**config.mk**
```make
export PLATFORM = sky130hd
export DESIGN_NAME = seg_pipe_add
export DESIGN_NICKNAME = d
export VERILOG_FILES = /design/src/rtl/fp_alu_pkg.sv /design/src/rtl/seg_pipe_add_seg_add.sv /design/src/rtl/seg_pipe_add.sv
export SDC_FILE = /design/constraint.sdc
export NUM_CORES = 1
export LEC_CHECK = 0
export BUFFER_PORTS_ARGS = -buffer_cell sky130_fd_sc_hd__buf_4
export CORE_AREA = 2 2 86 88
export CTS_CLUSTER_SIZE = 8
export DETAILED_ROUTE_END_ITERATION = 10
export DIE_AREA = 0 0 88 90
export PLACE_DENSITY = 0.73
export SYNTH_ARGS = -nofsm -noshare
export SYNTH_HDL_FRONTEND = slang
export SYNTH_HIERARCHICAL = 1
export SYNTH_SLANG_ARGS = --single-unit
export TNS_END_PERCENT = 20
```
**constraint.sdc**
```tcl
create_clock -name clk -period 2.4 [get_ports clk]
set_clock_uncertainty 0.2 [all_clocks]
set_input_delay 0.24 -clock clk [delete_from_list [all_inputs] [get_ports clk]]
set_output_delay 0.24 -clock clk [all_outputs]
set_load 0.05 [all_outputs]
```
**src/rtl/fp_alu_pkg.sv**
```systemverilog
// Shared FP ALU definitions: adder op encodings and the pipeline-depth helper
// used to size the segmented mantissa adder.
package fp_alu_pkg;

  localparam logic ALU_OP_ADD = 1'b0;
  localparam logic ALU_OP_SUB = 1'b1;

  // Number of SEG-bit slices needed to cover WIDTH bits; the last may be narrower.
  function automatic int nstg(input int width, input int seg);
    return (width + seg - 1) / seg;
  endfunction

endpackage

```
**src/rtl/seg_pipe_add_seg_add.sv**
```systemverilog
// Combinational slice adder for the segmented pipeline, built as a ripple of
// full_add cells.
module full_add (
  output logic s,
  output logic co,
  input  logic a,
  input  logic b,
  input  logic ci
);
  assign s  = a ^ b ^ ci;
  assign co = (a & b) | (ci & (a ^ b));
endmodule

module seg_add #(
  parameter int W = 4
) (
  output logic [W-1:0] sum,
  output logic         cout,
  input  logic [W-1:0] a,
  input  logic [W-1:0] b,
  input  logic         cin
);
  logic [W:0] carry;

  assign carry[0] = cin;
  assign cout     = carry[W];

  for (genvar i = 0; i < W; i++) begin : g_bit
    full_add u_fa (
      .s (sum[i]),
      .co(carry[i+1]),
      .a (a[i]),
      .b (b[i]),
      .ci(carry[i])
    );
  end
endmodule

```
**src/rtl/seg_pipe_add.sv**
```systemverilog
// Pipelined carry-segmented adder/subtractor: one SEG-bit slice per stage with a
// registered carry between stages and a valid/ready handshake on both sides.
module seg_pipe_add
  import fp_alu_pkg::*;
#(
  parameter int WIDTH = 13,
  parameter int SEG   = 4
) (
  input  logic             clk,
  input  logic             rst_n,
  input  logic             in_valid,
  output logic             in_ready,
  input  logic [WIDTH-1:0] a,
  input  logic [WIDTH-1:0] b,
  input  logic             cin,
  input  logic             sub,
  output logic             out_valid,
  input  logic             out_ready,
  output logic [WIDTH-1:0] sum,
  output logic             cout,
  output logic             ovf
);

  localparam int NSTG = nstg(WIDTH, SEG);

  logic             adv;
  logic [WIDTH-1:0] b_eff;
  logic             c_eff;

  logic [WIDTH-1:0] a_q   [NSTG];
  logic [WIDTH-1:0] b_q   [NSTG];
  logic [WIDTH-1:0] s_q   [NSTG];
  logic [WIDTH-1:0] slc   [NSTG];
  logic             co_w  [NSTG];
  logic             c_q   [NSTG];
  logic             v_q   [NSTG];

  // Subtract folds into the operands at accept, so the pipe only ever adds.
  assign b_eff = (sub == ALU_OP_SUB) ? ~b : b;
  assign c_eff = (sub == ALU_OP_SUB) ? 1'b1 : cin;

  assign adv      = !v_q[NSTG-1] | out_ready;
  assign in_ready = adv;

  for (genvar k = 0; k < NSTG; k++) begin : g_stg
    localparam int LO = k * SEG;
    localparam int W  = (WIDTH - LO < SEG) ? (WIDTH - LO) : SEG;

    logic [W-1:0] sa;
    logic [W-1:0] sb;
    logic [W-1:0] ss;
    logic         ci;

    if (k == 0) begin : g_first
      assign sa = a[LO +: W];
      assign sb = b_eff[LO +: W];
      assign ci = c_eff;
    end else begin : g_rest
      assign sa = a_q[k-1][LO +: W];
      assign sb = b_q[k-1][LO +: W];
      assign ci = c_q[k-1];
    end

    seg_add #(.W(W)) u_seg (
      .sum (ss),
      .cout(co_w[k]),
      .a   (sa),
      .b   (sb),
      .cin (ci)
    );

    // Slice result positioned in the full word; bits above it are still zero upstream.
    assign slc[k] = WIDTH'(ss) << LO;
  end

  always_ff @(posedge clk or negedge rst_n) begin
    if (!rst_n) begin
      for (int k = 0; k < NSTG; k++) begin
        v_q[k] <= 1'b0;
        c_q[k] <= 1'b0;
        a_q[k] <= '0;
        b_q[k] <= '0;
        s_q[k] <= '0;
      end
    end else if (adv) begin
      v_q[0] <= in_valid;
      c_q[0] <= co_w[0];
      a_q[0] <= a;
      b_q[0] <= b_eff;
      s_q[0] <= slc[0];
      for (int k = 1; k < NSTG; k++) begin
        v_q[k] <= v_q[k-1];
        c_q[k] <= co_w[k];
        a_q[k] <= a_q[k-1];
        b_q[k] <= b_q[k-1];
        s_q[k] <= s_q[k-1] | slc[k];
      end
    end
  end

  assign out_valid = v_q[NSTG-1];
  assign sum       = s_q[NSTG-1];
  assign cout      = c_q[NSTG-1];
  assign ovf       = (a_q[NSTG-1][WIDTH-1] == b_q[NSTG-1][WIDTH-1]) &
                     (s_q[NSTG-1][WIDTH-1] != a_q[NSTG-1][WIDTH-1]);

endmodule
```
== Word level (Yosys, flattened, before mapping) ==
Cells that the tools add are included.
Word-level totals
  bits in registers: 155
  input port bits: 32
  output and inout port bits: 17
  logic and storage cells: 96
Cells by class
  equal/unequal tests: 2
  mux-type cells: 2
  bitwise operators: 71
  reductions and logical operators: 1
Operators with widths (count)
  AND 1 bit: 27
  XOR 1 bit: 26
  bitwise OR 1 bit: 14
  2-to-1 mux 13 bit: 1
  inverter 13 bit: 1
  bitwise OR 13 x 12 -> 13 bit: 1
  bitwise OR 13 bit: 1
  bitwise OR 4 x 8 -> 8 bit: 1
  equality test 1 bit: 1
  logical NOT 1 bit: 1
  2-to-1 mux 1 bit: 1
  inequality test 1 bit: 1

== Longest topological paths before layout ==
Gate-level depths: netlist (run 1).
  depth in word-level cells: 11
  gate-level depth with buffers: 8
  mapped depth without buffers: 6

== Cells and area by module ==
Netlist (run 1), hierarchy kept.
Modules (own cells, without submodules)
  seg_pipe_add: instances 1, cells an instance 196, area an instance 3186.8 µm², sequential area each 1926.8 µm²
  full_add: instances 13, cells an instance 1, area an instance 20.0 µm², sequential area each 0.0 µm²

== Least setup slack after synthesis (run 1) ==
Ideal clock, no wire load.
  kind: input -> register
  start point: input port sub
  end point: register s_q[42] (netlist bit)
  library setup time: 125 ps
  data arrival time: 2668 ps
  required time: 2075 ps
  path slack: -593 ps
  cell stages on the path: 8
  buffers on the path: 2
  cell sequence: buf_2 -> buf_4 -> or2_2 -> fa_1 -> fa_1 -> fa_1 -> fa_1 -> mux2_2
Between the ends
  elaborated cells between the ends (all ways): 16
  classes of those cells: mux: 2; bitwise: 14
RTL lines
  start, declared: RTL line seg_pipe_add.sv:16  | input logic sub,
  2-to-1 mux 1 bit: RTL line seg_pipe_add.sv:40  | assign c_eff = (sub == ALU_OP_SUB) ? 1'b1 : cin;
  via c_eff: RTL line seg_pipe_add.sv:28  | logic c_eff;
  AND 1 bit: RTL line seg_pipe_add_seg_add.sv:11  | assign co = (a & b) | (ci & (a ^ b));
  bitwise OR 1 bit: RTL line seg_pipe_add_seg_add.sv:11
  via g_stg[0].u_seg.carry[1]: RTL line seg_pipe_add_seg_add.sv:23  | logic [W:0] carry;
  AND 1 bit: RTL line seg_pipe_add_seg_add.sv:11
  bitwise OR 1 bit: RTL line seg_pipe_add_seg_add.sv:11
  via g_stg[0].u_seg.carry[2]: RTL line seg_pipe_add_seg_add.sv:23
  AND 1 bit: RTL line seg_pipe_add_seg_add.sv:11
  bitwise OR 1 bit: RTL line seg_pipe_add_seg_add.sv:11
  via g_stg[0].u_seg.carry[3]: RTL line seg_pipe_add_seg_add.sv:23
  XOR 1 bit: RTL line seg_pipe_add_seg_add.sv:10  | assign s = a ^ b ^ ci;
  via g_stg[0].ss[3]: RTL line seg_pipe_add.sv:51  | logic [W-1:0] ss;
  end signal, assigned by index: RTL line seg_pipe_add.sv:96  | s_q[k] <= s_q[k-1] | slc[k];
  end, declared: RTL line seg_pipe_add.sv:32  | logic [WIDTH-1:0] s_q [NSTG];
The timed path passes the listed nets, and every way through them passes these cells.
A chain may end at the register's enable or synchronous reset.

== Final worst setup path (run 1) ==
  start point: register a_q[34] (netlist bit)
  end point: register s_q[24] (netlist bit)
Between the ends
  cells in the longest elaborated chain, start to end: 9
  elaborated cells between the ends (all ways): 10
  classes of those cells: bitwise: 10
Ends and longest elaborated chain
  start, declared: RTL line seg_pipe_add.sv:30  | logic [WIDTH-1:0] a_q [NSTG];
  start signal, assigned by index: RTL line seg_pipe_add.sv:94  | a_q[k] <= a_q[k-1];
  XOR 1 bit: RTL line seg_pipe_add_seg_add.sv:11
  AND 1 bit: RTL line seg_pipe_add_seg_add.sv:11
  bitwise OR 1 bit *: RTL line seg_pipe_add_seg_add.sv:11
  via g_stg[2].u_seg.carry[1]: RTL line seg_pipe_add_seg_add.sv:23
  AND 1 bit *: RTL line seg_pipe_add_seg_add.sv:11
  bitwise OR 1 bit *: RTL line seg_pipe_add_seg_add.sv:11
  via g_stg[2].u_seg.carry[2]: RTL line seg_pipe_add_seg_add.sv:23
  AND 1 bit *: RTL line seg_pipe_add_seg_add.sv:11
  bitwise OR 1 bit *: RTL line seg_pipe_add_seg_add.sv:11
  via g_stg[2].u_seg.carry[3]: RTL line seg_pipe_add_seg_add.sv:23
  XOR 1 bit *: RTL line seg_pipe_add_seg_add.sv:10
  via g_stg[2].ss[3]: RTL line seg_pipe_add.sv:51
  bitwise OR 13 x 12 -> 13 bit *: RTL line seg_pipe_add.sv:96
The timed path passes the listed nets; every way through them passes the cells marked *.

==> results of run 1 <==
==> cells by family (layout without fill, tap and decap cells) <==
kind of cell               Yosys count  count (layout)
AOI/OAI and AO/OA                    1               1
xor gates and xnor gates            13              13
adders and majority gates           13              13
buffers and inverters               24              80
DFF                                 77              77
muxes                               76              76
and+or+nand+nor                      5               5
==> registers in the layout (all words and copies together) (netlist names) <==
register,cells
g_stg.ci,3
out_valid,1
v_q,3
cout,1
s_q,24
sum,13
a_q,16
b_q,16
==> power by group <==
group | total [mW] | switching, mW | internal (mW)
logic | 2.25 | 1.07 | 1.18
clock network | 0.840 | 0.423 | 0.418
registers | 2.25 | 0.359 | 1.89
total | 5.34 | 1.85 | 3.49
==> metrics by stage <==
| stage | setup TNS, ps | instance area [um^2] |
|---|---|---|
| 2_1_floorplan | -1394 | 3458 |
| 3_3_place_gp | -1293 | 3829 |
| 3_5_place_dp | -1488 | 3829 |
| 4_1_cts | -417.7 | 4125 |
| 5_1_grt | -514.5 | 4133 |
| 6_report | -323.3 | 4133 |
==> what timing repair did <==
item	4_1_cts	5_1_grt
pin swaps	1	1
gates resized for setup	8	0
setup buffers	0	1
endpoints found under the setup margin	4	5
hold buffers	11	0
hold endpoints to repair	87	0
==> critical path, cell delays in order, from the launching register on <==
cell,delay [ps]
dfrtp_1,400
fa_2,390
fa_2,380
fa_2,360
fa_2,400
mux2_4,260
==> area by class of cell <==
type | count | area share [%]
sequential | 77 | 46.62
clock inverter | 2 | 0.2422
clock buffer | 12 | 3.754
timing repair buffer | 66 | 13.26
tap | 99 | 2.997
multi-input combinational | 108 | 33.12
==> synth_stat cells, drive strengths merged <==
cell	number	area share, %
nand2b	3	0.76
o22ai	1	0.18
fa	13	7.5
nand2	1	0.11
xor2	13	3.3
buf	24	5.2
mux2	76	27
dfrtp	77	56
or2	1	0.18
==> path summary, 6_finish.rpt <==
kind | depth (start not counted) | slack [ps] | end
worst min-delay path | 2 | 40 | a_q[47]
max in group asynchronous | 3 | 1390 | a_q[44]
worst max-delay path | 5 | -120 | s_q[24]
min in group clk | 3 | 90 | b_q[51]
worst min register to register | 1 | 260 | out_valid
worst max register to register | 5 | -120 | s_q[24]
==> routing by layer <==
metal | up-vias | global-route usage (%) | part of all wire, %
li1 | 797 | - | -
met1 | 872 | 22.07 | 48
met2 | 41 | 20.27 | 46
met3 | 10 | 3.398 | 3.9
met4 | 0 | 8.077 | 2.6
met5 | - | 0 | 0
==> run_results.csv, run 1 <==
group,metric,value,unit
outcome,outcome,"finished with violations",
outcome,violations,"setup timing",
clock_tree,htree_levels,3,
clock_tree,clkSinkCount,77,
power,p_per_area,1292,nW/um^2
critical_path,start_kind,"register",
critical_path,critPathKind,"reg2reg",
layout,fin_util,58.87,%
timing,fin_crit,2517,ps
timing,tightest_slew,435.2,ps
yosys,synth-seq-area-share,55.90,%
clock_tree,cts_tree,"built",
yosys,synth_fp_nets,254,
yosys,synth_fa_ha_area_share,7.550,%
floorplan,die_w,88,um
power,ir_drop,909.9,uV
floorplan,pin_count,49,
drt,vias_per_cell,4.725,
floorplan,initial_utilization,49.10,%
critical_path,startpoint,"a_q[34]",
layout,area_growth,19.89,%
worst_hold_path,hp-class,"in2async",
critical_path,arrival,2540,ps
clock_tree,cts_made_buffers,9,
yosys,synth_compound_area_share,0.1815,%
yosys,synth_area,3447,um^2
drt,wl_per_cell,14.35,um
yosys,ys_warn_count,6,
drt,ant_nets,0,
clock_tree,clkLatencyLatePin,340,ps
yosys,ys_seq_elements,77,
power,p_total,5.341,mW
layout,fin_cells,364,
timing,fin_ws,-117.5,ps
timing,fin_crit_sh,104.9,%
layout,fillers,556,
layout,fin_nets,307,
drt,firstDrtPassIters,4,
critical_path,crit_required,2420,ps
global_routing,grt_max_degree,78,
floorplan,placementRows,31,
layout,antenna_cells,0,
yosys,avgSynthCellArea,16.49,um^2
timing,rsz0062_at_grt,"yes",
global_routing,gr-total-overflow,0,
floorplan,design.die.area,7920,um^2
timing,report.final.hold_viol_count,0,
global_routing,grt_usage,14.92,%
clock_tree,cts_buffer_depth,2,
global_routing,grt_pass1_vias,1828,
placed_design,dpl.cell_count,338,
critical_path,cp-end-kind,"register",
floorplan,die_h,90,um
timing,finalSetupViolCount,4,
placed_design,dp_slack,-333.2,ps
timing,max_freq,397.2,MHz
floorplan,core_area,7020,um^2
placed_design,dp_hpwl,3.284,mm
global_routing,grt_pass1_wl,8.887,mm
layout,multi_input_area,1369,um^2
placed_design,numPortBuffers,48,
drt,routed_wl,5.222,mm
clock_tree,root_buffer,"clkbuf_8",
yosys,synthCells,209,
critical_path,worst_r2r_startpoint,"a_q[34]",
timing,maxSlewViolCount,0,
yosys,synthXorXnorAreaFrac,3.303,%
layout,drive_above_1_share,58.87,%
yosys,synth.area.mux_share,26.79,%
yosys,synth_top_family_by_area,"multiplexers",
power,total_leakage_power,1.861,nW
yosys,yosys.area_share.simple,1.053,%
drt,num_vias,1720,
layout,regArea,1927,um^2
yosys,yosysUniqueCellTypes,13,
clock_tree,path_clk_slew,70,ps
layout,layout_commonest_cell,"dfrtp_1",
run,maxCapViolCount,0,
drt,drt_iter0_drc,60,
global_routing,antenna_found_initial,0,
placed_design,globalplace.congestion,0.7085,
timing,holdWs,38.86,ps
layout,final_cell_mix,"dfrtp_1 (77), mux2_2 (57), buf_4 (53)",
timing,slew_headroom,70.99,%
critical_path,cp_max_fo,2,
drt,drc,0,
Power figures use the tool's default switching activity.
==> inputs of run 2 (changes only) <==
- BUFFER_PORTS_ARGS: -buffer_cell sky130_fd_sc_hd__buf_4 -> not set
- CORE_AREA: 2 2 86 88 -> 2 2 82 84
- DIE_AREA: 0 0 88 90 -> 0 0 84 86
- DONT_BUFFER_PORTS: not set -> 1
==> run_results.csv, run 2 (synthesis gave the netlist of run 1 again) <==
group,metric,value,unit
layout,regArea,1927,um^2
power,internal_power,3.650,mW
layout,reg_top3,"s_q: 24 flops, a_q: 16 flops, b_q: 16 flops",
placed_design,globalplace.congestion,0.7519,
worst_hold_path,hold_start,"b[5]",
timing,fin_crit,2470,ps
floorplan,core_area,6277,um^2
global_routing,gr-total-overflow,0,
drt,drt_iter0_drc,67,
power,clkPwrFrac,21.6,%
clock_tree,htree_levels,3,
layout,final_cell_area,4013,um^2
placed_design,numPortBuffers,0,
drt,ant_nets,0,
critical_path,crit_required,2440,ps
drt,wl_per_cell,16.43,um
clock_tree,path_clk_slew,80,ps
critical_path,arrival,2510,ps
clock_tree,root_buffer,"clkbuf_8",
timing,fin_crit_sh,102.9,%
clock_tree,clkSinkCount,77,
layout,largest_register,"s_q",
worst_hold_path,hp-class,"in2reg",
critical_path,crit_slowest_cell,"dfrtp_1",
global_routing,grt_pass1_wl,9.004,mm
layout,area_growth,16.41,%
drt,met3_length,238,um
floorplan,die_h,86,um
critical_path,crit_top_cell,"fa_2",
drt,top_layer,"met4",
power,total_leakage_power,1.751,nW
layout,antenna_cells,0,
timing,rsz0062_at_grt,"yes",
global_routing,grt_pass1_vias,1797,
floorplan,placementRows,29,
critical_path,start_kind,"register",
outcome,violations,"setup timing",
outcome,outcome,"finished with violations",
layout,fin_nets,277,
power,combPwrFrac,29.3,%
critical_path,critPathBufInv,0,
floorplan,design.die.area,7224,um^2
critical_path,cp-end-kind,"register",
critical_path,crit_chain,"fa_2 > fa_2 > fa_2 > fa_2 > mux2_4",
layout,multi_input_area,1375,um^2
run,maxCapViolCount,0,
timing,report.final.hold_viol_count,0,
layout,drive_above_1_share,48.31,%
drt,firstDrtPassIters,2,
drt,routed_wl,5.143,mm
drt,vias_per_cell,5.188,
floorplan,initial_utilization,54.91,%
layout,layout_commonest_cell,"dfrtp_1",
power,ir_drop,805.6,uV
placed_design,placed_area,3443,um^2
timing,fin_ws,-69.64,ps
global_routing,grt_usage,16.44,%
timing,finalSetupViolCount,2,
power,seq_power_share,49.2,%
critical_path,cpPeakStageDelay,400,ps
power,p_total,5.511,mW
clock_tree,cts_made_buffers,9,
power,p_switching,1.861,mW
clock_tree,cts_tree,"built",
drt,drc,0,
power,p_per_area,1373,nW/um^2
critical_path,critPathKind,"reg2reg",
timing,max_freq,404.9,MHz
timing,maxSlewViolCount,0,
clock_tree,clkLatencyLatePin,340,ps
floorplan,die_w,84,um
critical_path,worst_r2r_startpoint,"a_q[34]",
timing,slew_headroom,65.69,%
drt,dr_wl_met2,2.412,mm
placed_design,dp_hpwl,3.341,mm
timing,fin_setup_tns,-134.4,ps
drt,met1Wirelength,2.396,mm
timing,tightest_slew,514.6,ps
critical_path,startpoint,"a_q[34]",
layout,largest_reg_flops,24,
critical_path,cp_max_fo,2,
clock_tree,cts_buffer_depth,2,
power,swShare,33.77,%
global_routing,antenna_found_initial,0,
floorplan,pin_count,49,
global_routing,grt_max_degree,78,
layout,final_cell_mix,"dfrtp_1 (77), mux2_2 (56), dlygate4sd3_1 (26)",
drt,num_vias,1624,
layout,fillers,462,
critical_path,critical_path.top_delay_family,"adder cells",
## run 2: layer usage
metal | vias to the layer above | GRT usage [%]
li1 | 742 | -
met1 | 833 | 22.67
met2 | 41 | 23.93
met3 | 8 | 5.101
met4 | 0 | 7.918
met5 | - | 0
## run 2: worst register-to-register path, stage by stage, from the launching register on
cell     delay (ps)
dfrtp_1         400
fa_2            390
fa_2            360
fa_2            350
fa_2            400
mux2_4          260
## run 2: cell type report
class,count,area share [%]
Tap cell,77,2.401
Timing Repair Buffer,36,9.167
Sequential cell,77,48.02
Clock inverter,4,2.370
Multi-Input combinational cell,108,34.27
Clock buffer,11,3.773
## run 2: power groups by stage
stage / sequential, mW / combinational (mW) / clock (mW)
floorplan: 2.22 / 1.82 / 0
global placement: 2.71 / 1.42 / 0
detailed placement: 2.74 / 1.50 / 0
CTS: 2.72 / 1.61 / 1.22
global route: 2.79 / 1.79 / 1.28
finish: 2.71 / 1.61 / 1.19
## run 2: metrics by stage
| step | hold slack, ps | std cells | setup slack (ps) | util [%] |
|---|---|---|---|---|
| after global placement | -253.0 | 270 | -205.6 | 54.85 |
| after floorplan | -255.6 | 209 | -440.3 | - |
| after CTS | 1.029 | 313 | -94.64 | 63.82 |
| final | 14.92 | 313 | -69.64 | 63.92 |
| after detailed placement | -253.1 | 270 | -238.7 | 54.85 |
| after global routing | 11.36 | 313 | -127.4 | 63.92 |
## run 2: final timing paths
| kind | to | slack (ps) | cells past startpoint |
|---|---|---|---|
| setup / recovery | s_q[24] | -70 | 5 |
| hold / removal | b_q[44] | 10 | 2 |
| setup reg to reg | s_q[24] | -70 | 5 |
| hold reg to reg | out_valid | 280 | 1 |
| max in group asynchronous | g_stg[1].ci | 1460 | 2 |
| min in group asynchronous | b_q[37] | 240 | 2 |
## run 2: repair_timing
action | CTS | global route
resized for setup | 8 | 2
hold buffers | 27 | 0
setup endpoints to repair | 4 | 4
setup buffers | 1 | 0
hold endpoints to repair | 96 | 0
==> inputs of run 3 (changes only) <==
--- a/config.mk
+++ b/config.mk
@@ -7,6 +7,6 @@
 export LEC_CHECK = 0
-export CORE_AREA = 2 2 82 84
+export CORE_AREA = 2 2 105 66
 export CTS_CLUSTER_SIZE = 8
 export DETAILED_ROUTE_END_ITERATION = 10
-export DIE_AREA = 0 0 84 86
+export DIE_AREA = 0 0 107 68
 export DONT_BUFFER_PORTS = 1
==> constraint.sdc (replaced) <==
create_clock -name clk -period 2.4 [get_ports clk]
set_clock_uncertainty 0.2 [all_clocks]
set_input_delay 0.36 -clock clk [delete_from_list [all_inputs] [get_ports clk]]
set_output_delay 0.36 -clock clk [all_outputs]
set_load 0.05 [all_outputs]
==> run_results.csv, run 3 (synthesis gave the netlist of run 1 again) <==
group,metric,value,unit
floorplan,die_w,107,um
layout,fin_nets,264,
timing,fin_setup_tns,-213.4,ps
global_routing,gr-total-overflow,0,
clock_tree,clkSinkCount,77,
worst_hold_path,hp-class,"in2reg",
global_routing,grt_max_degree,78,
critical_path,crit_chain,"fa_2 > fa_2 > fa_2 > fa_2 > mux2_4",
drt,ant_nets,0,
floorplan,initial_utilization,53.71,%
critical_path,cp_max_fo,2,
layout,reg_top3,"s_q: 24 flops, a_q: 16 flops, b_q: 16 flops",
power,ir_drop,945.1,uV
critical_path,crit_required,2430,ps
layout,layout_commonest_cell,"dfrtp_1",
critical_path,cp-end-kind,"register",
clock_tree,htree_levels,3,
global_routing,grt_usage,17.04,%
placed_design,numPortBuffers,0,
clock_tree,path_clk_slew,80,ps
floorplan,pin_count,49,
placed_design,dp_hpwl,3.739,mm
layout,drive_above_1_share,51.79,%
drt,routed_wl,5.334,mm
drt,num_vias,1574,
floorplan,placementRows,23,
floorplan,core_area,6417,um^2
timing,max_freq,399.1,MHz
timing,maxSlewViolCount,0,
clock_tree,clkLatencyLatePin,340,ps
global_routing,antenna_found_initial,0,
drt,firstDrtPassIters,3,
drt,wl_per_cell,17.15,um
floorplan,design.die.area,7276,um^2
drt,vias_per_cell,5.061,
timing,fin_ws,-105.5,ps
timing,rsz0062_at_grt,"yes",
outcome,outcome,"finished with violations",
layout,final_cell_mix,"dfrtp_1 (77), mux2_2 (56), mux2_4 (20)",
outcome,violations,"setup timing",
floorplan,die_h,68,um
layout,largest_register,"s_q",
placed_design,globalplace.congestion,0.7933,
layout,fillers,492,
timing,fin_crit_sh,104.4,%
power,p_per_area,1397,nW/um^2
critical_path,crit_slowest_cell,"dfrtp_1",
timing,fin_crit,2505,ps
timing,slew_headroom,64.71,%
timing,finalSetupViolCount,3,
drt,drc,0,
layout,largest_reg_flops,24,
critical_path,start_kind,"register",
critical_path,critPathKind,"reg2reg",
timing,report.final.hold_viol_count,0,
run,maxCapViolCount,0,
critical_path,arrival,2540,ps
layout,antenna_cells,0,
global_routing,grt_pass1_vias,1805,
clock_tree,root_buffer,"clkbuf_8",
timing,tightest_slew,529.3,ps
layout,area_growth,12.60,%
critical_path,cpPeakStageDelay,410,ps
drt,drt_iter0_drc,45,
clock_tree,cts_tree,"built",
clock_tree,cts_buffer_depth,2,
power,p_total,5.422,mW
clock_tree,cts_made_buffers,9,
critical_path,crit_top_cell,"fa_2",
global_routing,grt_pass1_wl,9.025,mm
power,total_leakage_power,1.684,nW
==> run 3: area by class of cell <==
class / instances / area (um^2) / share of cell area, %
Timing Repair Buffer: 23 / 245.2 / 6.319
Sequential cell: 77 / 1927 / 49.65
Multi-Input combinational cell: 108 / 1375 / 35.43
Clock buffer: 11 / 141.4 / 3.643
Clock inverter: 5 / 83.83 / 2.160
Tap cell: 87 / 108.9 / 2.805
==> run 3: routing by layer <==
metal  share of wire [%]  global-route usage (%)  vias to the layer above
li1                    -                       -                      724
met1                  49                   22.85                      797
met4                 1.4                   6.331                        0
met2                  45                   25.80                       42
met3                 5.2                   6.286                       11
met5                   0                       0                        -
==> run 3: worst max-delay path: cells and delay by family, from the launching register on <==
kind	cells	cell delay (ps)
multiplexers	1	260
flip-flops	1	410
adder cells (fa/ha/maj)	4	1530
==> run 3: worst paths after layout <==
| kind | cells past startpoint | to | startpoint | slack, ps |
|---|---|---|---|---|
| max | 5 | s_q[24] | g_stg[2].ci | -110 |
| min | 2 | b_q[51] | b[12] | 110 |
| max reg2reg | 5 | s_q[24] | g_stg[2].ci | -110 |
| min reg2reg | 1 | out_valid | v_q[1] | 290 |
| max in group asynchronous | 2 | a_q[34] | rst_n | 1340 |
| min in group asynchronous | 2 | b_q[49] | rst_n | 350 |
==> run 3: what timing repair did <==
item	4_1_cts	5_1_grt
endpoints found under the hold margin	87	0
pin swaps	2	1
setup buffers	2	0
gates resized for setup	9	1
cloned	0	0
endpoints found under the setup margin	4	4
hold buffers	12	0
==> run 3: where the power goes <==
part / switching [mW] / internal (mW)
clock: 0.460 / 0.616
combinational: 0.600 / 1.03
sequential: 0.830 / 1.88
==> run 3: stage by stage <==
step / area, um^2 / util, % / instances / hold slack [ps] / setup slack (ps)
floorplan: 3458 / - / 209 / -135.6 / -560.3
finish: 3881 / 60.48 / 311 / 105.3 / -105.5
detailed placement: 3476 / 54.16 / 281 / -133.2 / -312.9
global route: 3881 / 60.48 / 311 / 101.2 / -154.7
CTS: 3879 / 60.44 / 311 / 88.43 / -143.9
global placement: 3476 / 54.16 / 281 / -133.2 / -291.7
